`src/rtl/inst_mem_loader_if.sv`:
```
// Byte-stream handshake and instruction-memory write bus of the boot loader.
interface inst_mem_loader_if;
  logic [7:0]  ByteIn;
  logic        ByteValid;
  logic        ByteReady;
  logic        MemWrite;
  logic [15:0] MemAddress;
  logic [7:0]  MemData;

  // Host side: drives the byte stream, observes memory writes.
  modport master (
    output ByteIn,
    output ByteValid,
    input  ByteReady,
    input  MemWrite,
    input  MemAddress,
    input  MemData
  );

  // Loader side: consumes the byte stream, drives memory writes.
  modport slave (
    input  ByteIn,
    input  ByteValid,
    output ByteReady,
    output MemWrite,
    output MemAddress,
    output MemData
  );
endinterface

```
`src/rtl/inst_mem_loader.sv`:
```
// Boot-time instruction memory loader: parses a framed byte stream
// (LEN_HI, LEN_LO, 4*N payload bytes, CSUM) and writes each payload byte
// to ascending byte addresses starting at BASE_ADDR.
module inst_mem_loader #(
  parameter logic [15:0] BASE_ADDR = 16'h0000,
  parameter int unsigned MAX_WORDS = 16384
) (
  input  logic        clk,
  input  logic        rst,
  input  logic        Start,
  inst_mem_loader_if.slave bus,
  output logic        Busy,
  output logic        Done,
  output logic        Error,
  output logic [15:0] WordCount
);

  typedef enum logic [2:0] {
    S_IDLE,
    S_LEN_HI,
    S_LEN_LO,
    S_DATA,
    S_CSUM,
    S_DONE,
    S_ERROR
  } state_t;

  state_t      state;
  logic [7:0]  len_hi;
  logic [15:0] word_count;
  logic [17:0] byte_cnt;
  logic [7:0]  sum;
  logic        mem_write;
  logic [15:0] mem_address;
  logic [7:0]  mem_data;

  logic        ready;
  logic        xfer;
  logic [15:0] len_word;
  logic [17:0] last_idx;

  // Handshake decode: readiness depends on state only, never on ByteValid.
  always_comb begin
    ready    = (state == S_LEN_HI) || (state == S_LEN_LO) ||
               (state == S_DATA)   || (state == S_CSUM);
    xfer     = ready && bus.ByteValid;
    len_word = {len_hi, bus.ByteIn};
    last_idx = {word_count, 2'b00} - 18'd1;
  end

  // Frame parser, byte counter, running checksum and registered write port.
  always_ff @(posedge clk or negedge rst) begin
    if (!rst) begin
      state       <= S_IDLE;
      len_hi      <= '0;
      word_count  <= '0;
      byte_cnt    <= '0;
      sum         <= '0;
      mem_write   <= 1'b0;
      mem_address <= '0;
      mem_data    <= '0;
    end else begin
      mem_write <= 1'b0;
      case (state)
        S_IDLE, S_DONE, S_ERROR: begin
          if (Start) begin
            state    <= S_LEN_HI;
            byte_cnt <= '0;
            sum      <= '0;
          end
        end
        S_LEN_HI: begin
          if (xfer) begin
            len_hi <= bus.ByteIn;
            state  <= S_LEN_LO;
          end
        end
        S_LEN_LO: begin
          if (xfer) begin
            word_count <= len_word;
            if ({16'h0000, len_word} > MAX_WORDS)
              state <= S_ERROR;
            else if (len_word == 16'h0000)
              state <= S_CSUM;
            else
              state <= S_DATA;
          end
        end
        S_DATA: begin
          if (xfer) begin
            mem_write   <= 1'b1;
            mem_address <= BASE_ADDR + byte_cnt[15:0];
            mem_data    <= bus.ByteIn;
            sum         <= sum + bus.ByteIn;
            byte_cnt    <= byte_cnt + 18'd1;
            if (byte_cnt == last_idx)
              state <= S_CSUM;
          end
        end
        S_CSUM: begin
          if (xfer)
            state <= (bus.ByteIn == sum) ? S_DONE : S_ERROR;
        end
        default: state <= S_IDLE;
      endcase
    end
  end

  // Status and bus outputs; Done/Error are sticky because the terminal
  // states persist until the next Start.
  always_comb begin
    bus.ByteReady  = ready;
    bus.MemWrite   = mem_write;
    bus.MemAddress = mem_address;
    bus.MemData    = mem_data;
    Busy           = ready;
    Done           = (state == S_DONE);
    Error          = (state == S_ERROR);
    WordCount      = word_count;
  end

endmodule

```
`src/flat_wrapper.sv`:
```
// flat-port wrapper written by rule: the top's interface ports become plain ports
module inst_mem_loader_flat 
#(
  parameter logic [15:0] BASE_ADDR = 16'h0000,
  parameter int unsigned MAX_WORDS = 16384
)
  (clk, rst, Start, Busy, Done, Error, WordCount, bus_ByteIn, bus_ByteValid, bus_ByteReady, bus_MemWrite, bus_MemAddress, bus_MemData);
  inst_mem_loader_if bus_i ();
  input  logic clk;
  input  logic rst;
  input  logic Start;
  output logic Busy;
  output logic Done;
  output logic Error;
  output logic [15:0] WordCount;
  input wire logic [$bits(bus_i.ByteIn)-1:0] bus_ByteIn;
  input wire logic [$bits(bus_i.ByteValid)-1:0] bus_ByteValid;
  output wire logic [$bits(bus_i.ByteReady)-1:0] bus_ByteReady;
  output wire logic [$bits(bus_i.MemWrite)-1:0] bus_MemWrite;
  output wire logic [$bits(bus_i.MemAddress)-1:0] bus_MemAddress;
  output wire logic [$bits(bus_i.MemData)-1:0] bus_MemData;
  assign bus_i.ByteIn = bus_ByteIn;
  assign bus_i.ByteValid = bus_ByteValid;
  assign bus_ByteReady = bus_i.ByteReady;
  assign bus_MemWrite = bus_i.MemWrite;
  assign bus_MemAddress = bus_i.MemAddress;
  assign bus_MemData = bus_i.MemData;
  inst_mem_loader #(.BASE_ADDR(BASE_ADDR), .MAX_WORDS(MAX_WORDS)) u_core (.clk(clk), .rst(rst), .Start(Start), .bus(bus_i), .Busy(Busy), .Done(Done), .Error(Error), .WordCount(WordCount));
endmodule
```
`config.mk`:
```
export PLATFORM = sky130hd
export DESIGN_NAME = inst_mem_loader_flat
export DESIGN_NICKNAME = d
export VERILOG_FILES = /design/src/rtl/inst_mem_loader_if.sv /design/src/rtl/inst_mem_loader.sv /design/src/flat_wrapper.sv
export SDC_FILE = /design/constraint.sdc
export NUM_CORES = 1
export LEC_CHECK = 0
export ABC_CLOCK_PERIOD_IN_PS = 2850
export BUFFER_PORTS_ARGS = -buffer_cell sky130_fd_sc_hd__buf_2
export CAP_MARGIN = 20
export CELL_PAD_IN_SITES_DETAIL_PLACEMENT = 1
export CELL_PAD_IN_SITES_GLOBAL_PLACEMENT = 1
export CORE_ASPECT_RATIO = 1.25
export CORE_MARGIN = 1
export CORE_UTILIZATION = 45
export CTS_CLUSTER_DIAMETER = 150
export DETAILED_ROUTE_END_ITERATION = 8
export PLACE_DENSITY_LB_ADDON = 0.1
export SLEW_MARGIN = 20
export SYNTH_ARGS = -nofsm -noshare
export SYNTH_HDL_FRONTEND = slang
export SYNTH_SLANG_ARGS = --single-unit
```
`constraint.sdc`:
```
create_clock -name clk -period 2.85 [get_ports clk]
set_clock_uncertainty 0.05 [all_clocks]
set_input_delay 0.1425 -clock clk [delete_from_list [all_inputs] [get_ports clk]]
set_output_delay 0.1425 -clock clk [all_outputs]
set_load 0.03 [all_outputs]
```
# Yosys cells after proc, flatten, opt, wreduce, memory -nomap -nowiden
# Index checks and enable logic that the tools add are counted.
word_totals:
  ff_bits: 78
  in_bits: 12
  out_inout_bits: 45
  word_cells: 57
op_classes:
  addsub: 3
  n_lt_le_gt_ge: 1
  n_eq_ne: 14
  mux: 18
  reduce_logical: 13
op_table:
  columns: ["cell", "count"]
  rows:
  - ["$mux W18", 2]
  - ["$pmux W18 S2", 1]
  - ["$mux W3", 8]
  - ["$add A18 B1 Y18 const B", 1]
  - ["$eq A18 B18 Y1", 1]
  - ["$sub A18 B1 Y18 const B", 1]
  - ["$gt A16 B15 Y1 const B", 1]
  - ["$logic_not A16 Y1", 1]
  - ["$mux W8", 2]
  - ["$pmux W8 S2", 1]
  - ["$pmux W3 S5", 1]
  - ["$eq A3 B3 Y1 const B", 3]
  - ["$add A8 B8 Y8", 1]
  - ["$eq A8 B8 Y1", 1]
  - ["$ne A2 B1 Y1 const B", 4]
  - ["$eq A3 B2 Y1 const B", 2]
  - ["$reduce_and A2 Y1", 3]
  - ["$reduce_and A6 Y1", 1]
  - ["$ne A2 B2 Y1 const B", 2]
  - ["$eq A3 B1 Y1 const B", 1]
  - ["$logic_not A3 Y1", 1]
  - ["$logic_or A1 B1 Y1", 3]
  - ["$reduce_and A3 Y1", 1]
  - ["$reduce_or A3 Y1", 1]
  - ["other kinds (4)", 5]

# Longest topological paths before layout
# Gate-level depths: netlist of run 1.
logic_depth:
  ltp_word: 7
  depth_mapped: 9
  mapped_depth_nobuf: 9

# Least setup slack after synthesis of run 1
# Ideal clock, no wire load.
synth_timing:
  path_type: "flip-flop to flip-flop"
  from: "register u_core.word_count[0] (netlist: u_core.WordCount[0])"
  to: "register u_core.state[1]"
  setup_ns: 0.138
  arrival_time_ns: 2.588
  required_ns: 2.662
  setup_slack_ns: 0.074
  path_stages_with_launch: 10
  n_path_buf: 0
  period_less_slack_ns: 2.776
  path_cell_list: "dfrtp_1 -> inv_1 -> ha_1 -> or4b_4 -> o31ai_4 -> a21oi_2 -> a2111oi_2 -> o2111ai_1 -> a2111oi_2 -> o211ai_1"
synth_between:
  elab_chain_len: 4
synth_lines:
  columns: ["item", "line", "rtl"]
  rows:
  - ["start: declaration", "inst_mem_loader.sv:30", "logic [15:0] word_count;"]
  - ["start signal: assignment", "inst_mem_loader.sv:80", "word_count <= len_word;"]
  - ["$sub A18 B1 Y18", "inst_mem_loader.sv:48", "last_idx = {word_count, 2'b00} - 18'd1;"]
  - ["$eq A18 B18 Y1", "inst_mem_loader.sv:96", "if (byte_cnt == last_idx)"]
  - ["$ne A2 B2 Y1 (no source line)", null, null]
  - ["$reduce_and A6 Y1 (no source line)", null, null]
  - ["end signal: assignment", "inst_mem_loader.sv:102", "state <= (bus.ByteIn == sum) ? S_DONE : S_ERROR;"]
  - ["end: declaration", "inst_mem_loader.sv:28", "state_t state;"]
# Every way passes these cells.
# A chain may end at the register's enable or synchronous reset.

# Worst setup path after layout of run 1
layout_timing:
  from: "register u_core.word_count[1] (netlist: u_core.WordCount[1])"
  to: "register u_core.state[1]"
# Same word-level chain as after synthesis.

==> results of run 1 <==
-- area by class of cell --
class	count	area (um^2)
Clock buffer	10	137.6
Clock inverter	6	45.04
Fill cell	1003	3905
Inverter	10	37.54
Multi-Input combinational cell	289	2107
Sequential cell	78	1952
Tap cell	120	150.1
Timing Repair Buffer	79	461.7
-- sequential cells by signal (all words and copies together), names as in the netlist --
signal,flops
u_core.len_hi,8
u_core.state,3
u_core.bus.MemData,8
u_core.WordCount,16
u_core.sum,8
u_core.bus.MemAddress,16
u_core.bus.MemWrite,1
u_core.byte_cnt,18
-- how the worst min path moves through the flow --
stage                                                      end  slack (ns)  depth (start not counted)
after floorplan                u_core.WordCount[0]$_DFFE_PN0P_       -0.20                          0
after global placement    u_core.bus.MemAddress[4]$_DFFE_PN0P_        0.31                          1
after detailed placement  u_core.bus.MemAddress[4]$_DFFE_PN0P_        0.32                          1
after CTS                      u_core.WordCount[4]$_DFFE_PN0P_        0.04                          3
after global routing              u_core.len_hi[6]$_DFFE_PN0P_        0.05                          2
final                          u_core.WordCount[4]$_DFFE_PN0P_        0.05                          3
-- layer usage --
metal  part of all wire (%)  global-route usage (%)  routed length, um
met1                     42                   27.97               4388
met2                     52                   42.30               5507
met3                    3.3                   4.955                347
met4                    2.3                   8.665                246
met5                      0                       0                  0
-- cell usage in the layout, fill, tap and decap left out, types with 9 or more instances in the layout --
cell type  synthesis  routed
clkbuf_8           0      10
o21ai_0           28      28
xnor2_1           14      14
buf_2              0      55
nand2_1           34      34
buf_4              1      22
xor2_1            24      24
nor3_1             9       9
mux2_2            44      44
nor2_1            34      33
nand3_1           12      12
dfrtp_1           78      78
-- worst max-delay path: stages, from the launching register on --
cell	delay (ns)
dfrtp_1	0.39
inv_2	0.09
ha_4	0.15
or4b_4	0.51
nand4b_1	0.22
xnor2_1	0.15
a221oi_1	0.22
o2111ai_1	0.20
a2111oi_2	0.38
buf_4	0.19
o211ai_1	0.08
-- stage by stage --
step | util (%) | setup TNS (ns) | total power, mW
after floorplan | - | 0 | 3.371
after global placement | 52.82 | 0 | 4.010
after detailed placement | 52.82 | -0.01835 | 4.097
after CTS | 55.09 | 0 | 4.909
after global routing | 55.60 | -0.03399 | 5.260
final | 55.60 | 0 | 4.924
-- logic make-up (layout without fill, tap and decap cells) --
kind of cell | Yosys count | after routing
XOR/XNOR | 38 | 38
adder cells (fa/ha/maj) | 10 | 10
flip-flops | 78 | 78
AO/OA/AOI/OAI | 65 | 65
multiplexers | 48 | 48
AND/OR/NAND/NOR | 128 | 128
buffers and inverters | 26 | 105
-- power breakdown --
group          switching (mW)  internal, mW
clock network           0.439         0.346
registers               0.331          1.42
logic                    1.43         0.959
total                    2.20          2.73
-- cells in the mapped netlist (2+ instances only) --
master and number:
and4_1 2, o41ai_1 3, dfrtp_1 78, nor2_1 34, mux2i_1 4, nor2b_1 3
nor4b_1 2, xnor2_1 14, buf_1 3, a31oi_1 2, a2111oi_2 2, a21o_1 6
nor4_1 8, and3_1 6, mux2_2 44, nand3_1 12, inv_1 10, nand2_1 34
o211ai_1 4, nand3b_1 3, clkbuf_1 9, a21oi_1 7, nand4_1 3, ha_1 9
nor3_1 9, o21ai_0 28, xor2_1 24
-- what timing repair did --
action                                  4_1_cts  5_1_grt
endpoints found under the hold margin        78        0
pin swaps                                     2        6
buffers inserted                              1        3
endpoints found under the setup margin        2        3
hold buffers                                  1        0
gates resized for setup                       0        6
==> impl_table.tex, run 1 <==
\begin{tabular}{lr}
\hline
Metric & Value \\
\hline
\multicolumn{2}{l}{\textbf{Status}} \\
Status & finished, final reports clean \\
\multicolumn{2}{l}{\textbf{Routing}} \\
Number of remaining DRC errors & 0 \\
Via density per instance & 5.534 \\
Remaining antenna violation count after routing & 0 \\
Initial drt markers & 80 \\
Average detailed-routed wire length per instance & 17.72 um \\
Initial DRT Pass Iterations & 4 \\
Final routed wirelength across all metal layers & 10.49 mm \\
Count of vias placed by the detailed router & 3276 \\
\multicolumn{2}{l}{\textbf{Critical path}} \\
Required time of the critical path & 3.03 ns \\
End point of the critical path & u\_core.state[1]\$\_DFFE\_PN0P\_ \\
CP Launch Point & u\_core.WordCount[1]\$\_DFFE\_PN0P\_ \\
Worst path arrival time & 2.93 ns \\
Critical Path End Type & flip-flop \\
Reg2Reg Launch Point & u\_core.WordCount[1]\$\_DFFE\_PN0P\_ \\
Reg-to-reg critical path endpoint & u\_core.state[1]\$\_DFFE\_PN0P\_ \\
Type of origin of the critical path & flip-flop \\
Worst Reg-to-Reg Cells & 10 \\
Reg2Reg Setup Slack & 0.1 ns \\
Maximum net fanout on the critical path & 5 \\
Kind of critical path & flip-flop to flip-flop \\
\multicolumn{2}{l}{\textbf{Logic synthesis}} \\
Distinct cell type count after synthesis & 57 \\
Leading area contributor after synthesis & dfrtp\_1 \\
Combinational family with the most area after synthesis & simple AND/OR/NAND/NOR gates \\
Fraction of the mapped netlist area in compound gates & 10.61\% \\
Average instance area after synthesis & 10.57 um\^{}2 \\
Most area-consuming cells after synthesis & dfrtp\_1 (47\%), mux2\_2 (12\%), xor2\_1 (5.1\%), o21ai\_0 (3.4\%), nand2\_1 (3.1\%) \\
Post-synthesis adder-cell area fraction & 3.194\% \\
Syn Nets & 415 \\
Flip-flop and latch count after synthesis & 78 \\
Yosys top cell area share & 47.00\% \\
Xor/xnor share of the synthesized area & 8.014\% \\
Fraction of the yosys area taken by sequential cells & 47.00\% \\
Post-synthesis share of cell area spent on and, or, nand and nor gates & 15.43\% \\
Ys flop type & dfrtp\_1 \\
Share of synthesized flip-flops with an asynchronous set or reset & 100.0\% \\
Share of synthesized area spent on multiplexers & 12.90\% \\
Post-synthesis cell count & 393 \\
Count of flip-flops with a built-in enable after synthesis & 0 \\
Mapped Area & 0.004153 mm\^{}2 \\
Yosys warning total & 0 \\
\multicolumn{2}{l}{\textbf{Final layout}} \\
Diode count & 0 \\
Cell area after layout & 0.004891 mm\^{}2 \\
Number of nets in the layout & 489 \\
Non-filler instance count after layout & 592 \\
Layout area overhead & 17.78\% \\
Share of post-route cells with drive strength above 1 & 32.63\% \\
\multicolumn{2}{l}{\textbf{Floorplan}} \\
Width of the chip & 87.92 um \\
Number of top-level pins & 57 \\
Floorplan Core Area & 0.008796 mm\^{}2 \\
Die Outline Area & 0.009619 mm\^{}2 \\
Die height & 109.4 um \\
Row count & 38 \\
Starting density of the core & 47.21\% \\
\multicolumn{2}{l}{\textbf{Timing}} \\
Time the final worst path needs with I/O delays and setup & 2.752 ns \\
Relative slew slack & 33.59\% \\
Number of hold violations in the final report & 0 \\
Number of setup violations in the final report & 0 \\
Number of pins exceeding their max-slew limit in the final report & 0 \\
Post-route fraction of the period consumed by the critical path & 96.57\% \\
Post-Route Hold Slack & 0.05231 ns \\
Setup ws final & 0.09780 ns \\
Achievable Freq & 0.3633 GHz \\
Unrepaired setup endpoints after global routing & true \\
Actual transition at the worst max-transition pin & 0.9926 ns \\
\multicolumn{2}{l}{\textbf{Global route}} \\
Global-route wire length before repair & 17.12 mm \\
Maximum number of pins on one net before global-route repair & 79 \\
Vias in the first global route & 3381 \\
Number of antenna violations at the first check in global routing & 0 \\
Gr usage total & 23.78\% \\
Total overflow reported by the global router & 0 \\
\multicolumn{2}{l}{\textbf{CTS}} \\
CTS tree & done \\
Insertion delay to the later sink of the worst-skew pair & 0.37 ns \\
Buffers from clock root to sink, at most & 2 \\
TritonCTS Buffers & 9 \\
Clock tree sinks & 78 \\
Clock transition at the registers of the reported paths & 0.08 ns \\
Clk root buf & clkbuf\_8 \\
Htree depth & 3 \\
\multicolumn{2}{l}{\textbf{Placement}} \\
Placer Congestion & 0.8596 \\
IO Port Bufs & 56 \\
Number of placed instances with taps included & 571 \\
Pre-CTS worst setup slack & -0.01835 ns \\
Half-perimeter wire length after placement & 7.682 mm \\
Placed cell areas & 0.004646 mm\^{}2 \\
\multicolumn{2}{l}{\textbf{Min path}} \\
Kind of path behind the tightest hold check & input pin to flip-flop \\
Worst hold path startpoint & bus\_ByteIn[4] \\
\multicolumn{2}{l}{\textbf{Pwr}} \\
Leakage power summed over all cells & 2.335 nW \\
Pwr dens & 1007 mW/mm\^{}2 \\
Worst supply voltage drop on vdd & 0.0005491 V \\
\multicolumn{2}{l}{\textbf{Job}} \\
Max-Cap Viols & 0 \\
\hline
\end{tabular}
Power figures use the tool's default switching activity.
==> run 2, diff against run 1 <==
ABC_CLOCK_PERIOD_IN_PS = 2600   (was 2850)
clock period = 2.6 ns   (was 2.85 ns; I/O delays follow)
==> impl_table.tex, run 2 (synthesis gave the netlist of run 1 again) <==
\begin{tabular}{lr}
\hline
Metric & Value \\
\hline
\multicolumn{2}{l}{\textbf{Status}} \\
Status & complete, but fails checks (was finished, final reports clean) \\
Violated checks & setup timing \\
\multicolumn{2}{l}{\textbf{Critical path}} \\
Family of cells with the greatest summed delay on the critical path & simple AND/OR/NAND/NOR gates (was compound AO/OA/AOI/OAI gates) \\
Maximum net fanout on the critical path & 4 (was 5) \\
Required time of the critical path & 2.77 ns (was 3.03 ns) \\
Kind of critical path & flip-flop to flip-flop (unchanged) \\
Reg2Reg Setup Slack & -0.23 ns (was 0.1 ns) \\
Worst-path cell with the longest stage delay & or4b\_4 (unchanged) \\
Sequence of cells on the critical path & inv\_2, ha\_4, or4b\_4, buf\_6, or4\_4, o21ai\_2, o21ai\_1, a2111oi\_2, buf\_4, o211ai\_1 (was inv\_2, ha\_4, or4b\_4, nand4b\_1, xnor2\_1, a221oi\_1, o2111ai\_1, a2111oi\_2, buf\_4, o211ai\_1) \\
Critical Path End Type & flip-flop (unchanged) \\
Type of origin of the critical path & flip-flop (unchanged) \\
Worst path arrival time & 3.01 ns (was 2.93 ns) \\
Biggest cell delay along the critical path & 0.48 ns (was 0.51 ns) \\
Number of buffer and inverter stages on the critical path & 3 (was 2) \\
\multicolumn{2}{l}{\textbf{CTS}} \\
Buffers from clock root to sink, at most & 2 (unchanged) \\
TritonCTS Buffers & 9 (unchanged) \\
Clk root buf & clkbuf\_8 (unchanged) \\
Clock tree sinks & 78 (unchanged) \\
Clock transition at the registers of the reported paths & 0.09 ns (was 0.08 ns) \\
Insertion delay to the later sink of the worst-skew pair & 0.36 ns (was 0.37 ns) \\
Htree depth & 3 (unchanged) \\
CTS tree & done (unchanged) \\
\multicolumn{2}{l}{\textbf{Final layout}} \\
Max reg flops & 18 (unchanged) \\
Most frequent cells in the layout & dfrtp\_1 (76), buf\_2 (55), mux2\_2 (44) (was dfrtp\_1 (78), buf\_2 (55), mux2\_2 (44)) \\
Layout area overhead & 20.85\% (was 17.78\%) \\
Leading cell type in the layout, fill and taps excluded & dfrtp\_1 (unchanged) \\
Largest register by flop count & u\_core.byte\_cnt (unchanged) \\
Share of post-route cells with drive strength above 1 & 35.06\% (was 32.63\%) \\
Fraction of the core area covered by cells at the end of the flow & 57.06\% (was 55.60\%) \\
Diode count & 0 (unchanged) \\
Number of nets in the layout & 499 (was 489) \\
Cell area after layout & 0.005019 mm\^{}2 (was 0.004891 mm\^{}2) \\
Number of fill cells in the layout & 991 (was 1003) \\
Non-filler instance count after layout & 602 (was 592) \\
\multicolumn{2}{l}{\textbf{Global route}} \\
Global-route wire length before repair & 17.62 mm (was 17.12 mm) \\
Number of antenna violations at the first check in global routing & 0 (unchanged) \\
Vias in the first global route & 3522 (was 3381) \\
Gr usage total & 24.61\% (was 23.78\%) \\
Total overflow reported by the global router & 0 (unchanged) \\
Maximum number of pins on one net before global-route repair & 34 (was 79) \\
\multicolumn{2}{l}{\textbf{Floorplan}} \\
Starting density of the core & 47.21\% (unchanged) \\
Die height & 109.4 um (unchanged) \\
Width of the chip & 87.92 um (unchanged) \\
Floorplan Core Area & 0.008796 mm\^{}2 (unchanged) \\
Number of top-level pins & 57 (unchanged) \\
Row count & 38 (unchanged) \\
Die Outline Area & 0.009619 mm\^{}2 (unchanged) \\
\multicolumn{2}{l}{\textbf{Placement}} \\
IO Port Bufs & 56 (unchanged) \\
Placer Congestion & 0.8473 (was 0.8596) \\
Half-perimeter wire length after placement & 8.036 mm (was 7.682 mm) \\
Number of placed instances with taps included & 579 (was 571) \\
Pre-CTS worst setup slack & -0.1390 ns (was -0.01835 ns) \\
Placed cell areas & 0.004715 mm\^{}2 (was 0.004646 mm\^{}2) \\
\multicolumn{2}{l}{\textbf{Timing}} \\
Achievable Freq & 0.3532 GHz (was 0.3633 GHz) \\
Number of hold violations in the final report & 0 (unchanged) \\
Time the final worst path needs with I/O delays and setup & 2.831 ns (was 2.752 ns) \\
Number of setup violations in the final report & 3 (was 0) \\
Post-route fraction of the period consumed by the critical path & 108.9\% (was 96.57\%) \\
Actual transition at the worst max-transition pin & 0.6386 ns (was 0.9926 ns) \\
Relative slew slack & 57.38\% (was 33.59\%) \\
Post-Route Hold Slack & 0.03670 ns (was 0.05231 ns) \\
Sum of negative setup slack & -0.6089 ns (was 0 ns) \\
Number of pins exceeding their max-slew limit in the final report & 0 (unchanged) \\
Setup ws final & -0.2311 ns (was 0.09780 ns) \\
Unrepaired setup endpoints after global routing & true (unchanged) \\
\multicolumn{2}{l}{\textbf{Routing}} \\
Initial drt markers & 121 (was 80) \\
Number of remaining DRC errors & 0 (unchanged) \\
Initial DRT Pass Iterations & 4 (unchanged) \\
Remaining antenna violation count after routing & 0 (unchanged) \\
Count of vias placed by the detailed router & 3363 (was 3276) \\
Final routed wirelength across all metal layers & 10.91 mm (was 10.49 mm) \\
Average detailed-routed wire length per instance & 18.13 um (was 17.72 um) \\
Via density per instance & 5.586 (was 5.534) \\
\multicolumn{2}{l}{\textbf{Pwr}} \\
Worst supply voltage drop on vdd & 0.0006084 V (was 0.0005491 V) \\
Leakage power summed over all cells & 2.399 nW (was 2.335 nW) \\
Pwr dens & 1127 mW/mm\^{}2 (was 1007 mW/mm\^{}2) \\
Pwr Total & 5.654 mW (was 4.924 mW) \\
\multicolumn{2}{l}{\textbf{Min path}} \\
Kind of path behind the tightest hold check & input pin to flip-flop (unchanged) \\
\multicolumn{2}{l}{\textbf{Job}} \\
Max-Cap Viols & 0 (unchanged) \\
\hline
\end{tabular}
-- run 2: cell count changes in the layout (fill, tap and decap cells not counted), sizes merged --
cell    previous run  this run
buf               78        88
bufinv             0         1
clkbuf            10        11
clkinv             4         3
inv               12        11
-- run 2: report_power, final --
| part | switching (mW) | leakage [nW] | internal, mW |
|---|---|---|---|
| clock network | 0.483 | 0.110 | 0.505 |
| logic | 1.65 | 1.28 | 1.12 |
| registers | 0.333 | 1.01 | 1.56 |
| total | 2.47 | 2.40 | 3.19 |
-- run 2: cell type report --
class / instances / area (um^2) / share of cell area [%]
multi-input cells: 289 / 2120 / 42.23
flip-flops and latches: 78 / 1954 / 38.94
repair buffers: 89 / 540.5 / 10.77
clock buffers: 11 / 151.4 / 3.017
well taps: 120 / 150.1 / 2.992
clock inverters: 5 / 65.06 / 1.296
inverters: 10 / 37.54 / 0.7479
-- run 2: repair_timing --
action	in CTS	in global routing
gates resized for setup	2	4
buffers inserted	3	3
endpoints found under the hold margin	31	0
endpoints found under the setup margin	3	3
pin swaps	7	2
hold buffers	1	0
-- run 2: metal layers --
layer / track usage (%) / share of wire (%) / wire (um)
met1: 27.28 / 41 / 4451
met2: 45.35 / 54 / 5853
met3: 4.429 / 3.0 / 322
met4: 10.77 / 2.6 / 288
met5: 0 / 0 / 0
-- run 2: worst register-to-register path: cells and delay by family, from the launching register on --
kind | cells | cell delay, ns
and+or+nand+nor | 2 | 0.91
DFF | 1 | 0.41
buffers and inverters | 3 | 0.42
adders and majority gates | 1 | 0.13
AOI/OAI and AO/OA | 4 | 0.76
-- run 2: path summary, 6_finish.rpt --
kind	startpoint	endpoint	cells after the start
max	u_core.WordCount[1]$_DFFE_PN0P_	u_core.state[1]$_DFFE_PN0P_	10
min	bus_ByteIn[2]	u_core.WordCount[2]$_DFFE_PN0P_	2
max reg2reg	u_core.WordCount[1]$_DFFE_PN0P_	u_core.state[1]$_DFFE_PN0P_	10
min reg2reg	u_core.bus.MemAddress[2]$_DFFE_PN0P_	u_core.bus.MemAddress[2]$_DFFE_PN0P_	2
max in group asynchronous	rst	u_core.WordCount[11]$_DFFE_PN0P_	3
min in group asynchronous	rst	u_core.bus.MemAddress[5]$_DFFE_PN0P_	2
==> run 3, diff against run 2 <==
CORE_ASPECT_RATIO = unset   (was 1.25)
SKIP_CTS_REPAIR_TIMING = 1   (was unset)
==> impl_table.tex, run 3 (synthesis gave the netlist of run 1 again) <==
\begin{tabular}{lr}
\hline
Metric & Value \\
\hline
\multicolumn{2}{l}{\textbf{Final layout}} \\
Non-filler instance count after layout & 584 (was 602) \\
Diode count & 0 (unchanged) \\
Cell area after layout & 0.004981 mm\^{}2 (was 0.005019 mm\^{}2) \\
Leading cell type in the layout, fill and taps excluded & dfrtp\_1 (unchanged) \\
Number of fill cells in the layout & 991 (unchanged) \\
Multi-input logic area & 0.002167 mm\^{}2 (was 0.002120 mm\^{}2) \\
Max reg flops & 18 (unchanged) \\
Number of nets in the layout & 493 (was 499) \\
Largest register by flop count & u\_core.byte\_cnt (unchanged) \\
Share of post-route cells with drive strength above 1 & 35.08\% (was 35.06\%) \\
Layout area overhead & 19.95\% (was 20.85\%) \\
Most frequent cells in the layout & dfrtp\_1 (76), buf\_2 (55), mux2\_2 (44) (unchanged) \\
Combined flip-flop and latch cell area & 0.001954 mm\^{}2 (unchanged) \\
\multicolumn{2}{l}{\textbf{Routing}} \\
Average detailed-routed wire length per instance & 18.51 um (was 18.13 um) \\
Number of remaining DRC errors & 2 (was 0) \\
Final routed wirelength across all metal layers & 10.81 mm (was 10.91 mm) \\
Via density per instance & 5.687 (was 5.586) \\
Remaining antenna violation count after routing & 0 (unchanged) \\
Initial drt markers & 121 (unchanged) \\
Count of vias placed by the detailed router & 3321 (was 3363) \\
Initial DRT Pass Iterations & 6 (was 4) \\
\multicolumn{2}{l}{\textbf{Timing}} \\
Actual transition at the worst max-transition pin & 0.6825 ns (was 0.6386 ns) \\
Unrepaired setup endpoints after global routing & true (unchanged) \\
Post-route fraction of the period consumed by the critical path & 99.82\% (was 108.9\%) \\
Time the final worst path needs with I/O delays and setup & 2.595 ns (was 2.831 ns) \\
Achievable Freq & 0.3853 GHz (was 0.3532 GHz) \\
Relative slew slack & 54.50\% (was 57.38\%) \\
Number of hold violations in the final report & 0 (unchanged) \\
Number of setup violations in the final report & 0 (was 3) \\
Number of pins exceeding their max-slew limit in the final report & 0 (unchanged) \\
\multicolumn{2}{l}{\textbf{CTS}} \\
Insertion delay to the later sink of the worst-skew pair & 0.35 ns (was 0.36 ns) \\
Clock transition at the registers of the reported paths & 0.10 ns (was 0.09 ns) \\
Htree depth & 3 (unchanged) \\
Clock tree sinks & 78 (unchanged) \\
Buffers from clock root to sink, at most & 2 (unchanged) \\
CTS tree & done (unchanged) \\
TritonCTS Buffers & 9 (unchanged) \\
Clk root buf & clkbuf\_8 (unchanged) \\
\multicolumn{2}{l}{\textbf{Placement}} \\
Half-perimeter wire length after placement & 8.040 mm (was 8.036 mm) \\
Placed cell areas & 0.004697 mm\^{}2 (was 0.004715 mm\^{}2) \\
Number of placed instances with taps included & 565 (was 579) \\
IO Port Bufs & 56 (unchanged) \\
Placer Congestion & 0.8749 (was 0.8473) \\
\multicolumn{2}{l}{\textbf{Global route}} \\
Global-route wire length before repair & 17.86 mm (was 17.62 mm) \\
Maximum number of pins on one net before global-route repair & 48 (was 34) \\
Vias in the first global route & 3497 (was 3522) \\
Number of antenna violations at the first check in global routing & 0 (unchanged) \\
Total overflow reported by the global router & 0 (unchanged) \\
Gr usage total & 24.03\% (was 24.61\%) \\
\multicolumn{2}{l}{\textbf{Status}} \\
Status & complete, but fails checks (unchanged) \\
Violated checks & DRC (was setup timing) \\
\multicolumn{2}{l}{\textbf{Critical path}} \\
Maximum net fanout on the critical path & 6 (was 4) \\
Critical Path End Type & flip-flop (unchanged) \\
Type of origin of the critical path & flip-flop (unchanged) \\
Kind of critical path & flip-flop to flip-flop (unchanged) \\
Worst path arrival time & 2.77 ns (was 3.01 ns) \\
Required time of the critical path & 2.78 ns (was 2.77 ns) \\
\multicolumn{2}{l}{\textbf{Floorplan}} \\
Width of the chip & 98.07 um (was 87.92 um) \\
Number of top-level pins & 57 (unchanged) \\
Floorplan Core Area & 0.008848 mm\^{}2 (was 0.008796 mm\^{}2) \\
Die height & 98.07 um (was 109.4 um) \\
Die Outline Area & 0.009617 mm\^{}2 (was 0.009619 mm\^{}2) \\
Row count & 34 (was 38) \\
Starting density of the core & 46.93\% (was 47.21\%) \\
\multicolumn{2}{l}{\textbf{Job}} \\
Max-Cap Viols & 0 (unchanged) \\
\multicolumn{2}{l}{\textbf{Pwr}} \\
Leakage power summed over all cells & 2.356 nW (was 2.399 nW) \\
Switching power share of the total & 45.40\% (was 43.66\%) \\
Switch Pwr & 2.517 mW (was 2.469 mW) \\
Share of power burned in combinational logic & 50.4\% (was 49.0\%) \\
Design internal power & 3.026 mW (was 3.186 mW) \\
Worst supply voltage drop on vdd & 0.0005552 V (was 0.0006084 V) \\
Pwr dens & 1113 mW/mm\^{}2 (was 1127 mW/mm\^{}2) \\
Clk network pwr share & 15.6\% (was 17.5\%) \\
Sequential Power Share & 33.9\% (was 33.5\%) \\
Pwr Total & 5.543 mW (was 5.654 mW) \\
\multicolumn{2}{l}{\textbf{Min path}} \\
Kind of path behind the tightest hold check & input pin to flip-flop (unchanged) \\
\hline
\end{tabular}
-- run 3: changes by cell type in the layout (fill, tap and decap cells not counted), moves of 2 or more --
cell / previous run / this run
buf_4: 31 / 26
a2111oi_2: 2 / 0
buf_6: 2 / 0
a2111oi_4: 0 / 2
inv_6: 1 / 3
clkbuf_8: 11 / 9
-- run 3: per-layer routing --
layer	share of wire, %	up-vias	GRT usage [%]
met5	0	-	0
met4	1.7	0	7.809
met3	2.2	14	2.720
met2	50	62	40.95
met1	46	1685	32.00
li1	-	1560	-
-- run 3: area by class of cell --
| type | instances | share of cell area [%] |
|---|---|---|
| clock buffer | 9 | 2.487 |
| clock inverter | 7 | 1.256 |
| inverter | 10 | 0.7536 |
| multi-input combinational | 289 | 43.51 |
| sequential | 78 | 39.24 |
| tap | 108 | 2.713 |
| timing repair buffer | 83 | 10.05 |
-- run 3: metrics by stage --
stage | hold WS (ns) | TNS, ns | setup slack (ns) | util (%)
2_1_floorplan | -0.2156 | 0 | 0.002255 | -
3_3_place_gp | 0.1356 | -0.01525 | -0.01525 | 53.08
3_5_place_dp | 0.1424 | -0.2858 | -0.1296 | 53.08
4_1_cts | -0.2523 | -0.3278 | -0.1373 | 55.19
5_1_grt | 0.04290 | -0.3109 | -0.1172 | 56.29
6_report | 0.05115 | 0 | 0.004616 | 56.29
-- run 3: final timing paths --
check / to / cells after the start / slack, ns / start
setup / recovery: u_core.state[1]$_DFFE_PN0P_ / 8 / 0.005 / u_core.WordCount[0]$_DFFE_PN0P_
hold / removal: u_core.len_hi[3]$_DFFE_PN0P_ / 2 / 0.05 / bus_ByteIn[3]
setup reg to reg: u_core.state[1]$_DFFE_PN0P_ / 8 / 0.005 / u_core.WordCount[0]$_DFFE_PN0P_
hold reg to reg: u_core.bus.MemAddress[9]$_DFFE_PN0P_ / 2 / 0.43 / u_core.bus.MemAddress[9]$_DFFE_PN0P_
max in group asynchronous: u_core.WordCount[1]$_DFFE_PN0P_ / 3 / 1.58 / rst
min in group asynchronous: u_core.bus.MemAddress[1]$_DFFE_PN0P_ / 2 / 0.29 / rst
-- run 3: worst max-delay path: stages (launching register included) --
cell and delay, ns:
dfrtp_2 0.41, inv_2 0.08, ha_4 0.13, or4b_4 0.52, or4_4 0.47, o21ai_2 0.17
o21ai_2 0.09, a2111oi_4 0.42, o211ai_1 0.13
-- run 3: power groups by stage --
stage	registers, mW	logic, mW	clock network, mW
after floorplan	2.30	1.41	0
after global placement	1.87	2.63	0
after detailed placement	1.90	2.71	0
after CTS	1.88	2.72	0.894
after global routing	1.94	3.03	0.938
final	1.88	2.80	0.866
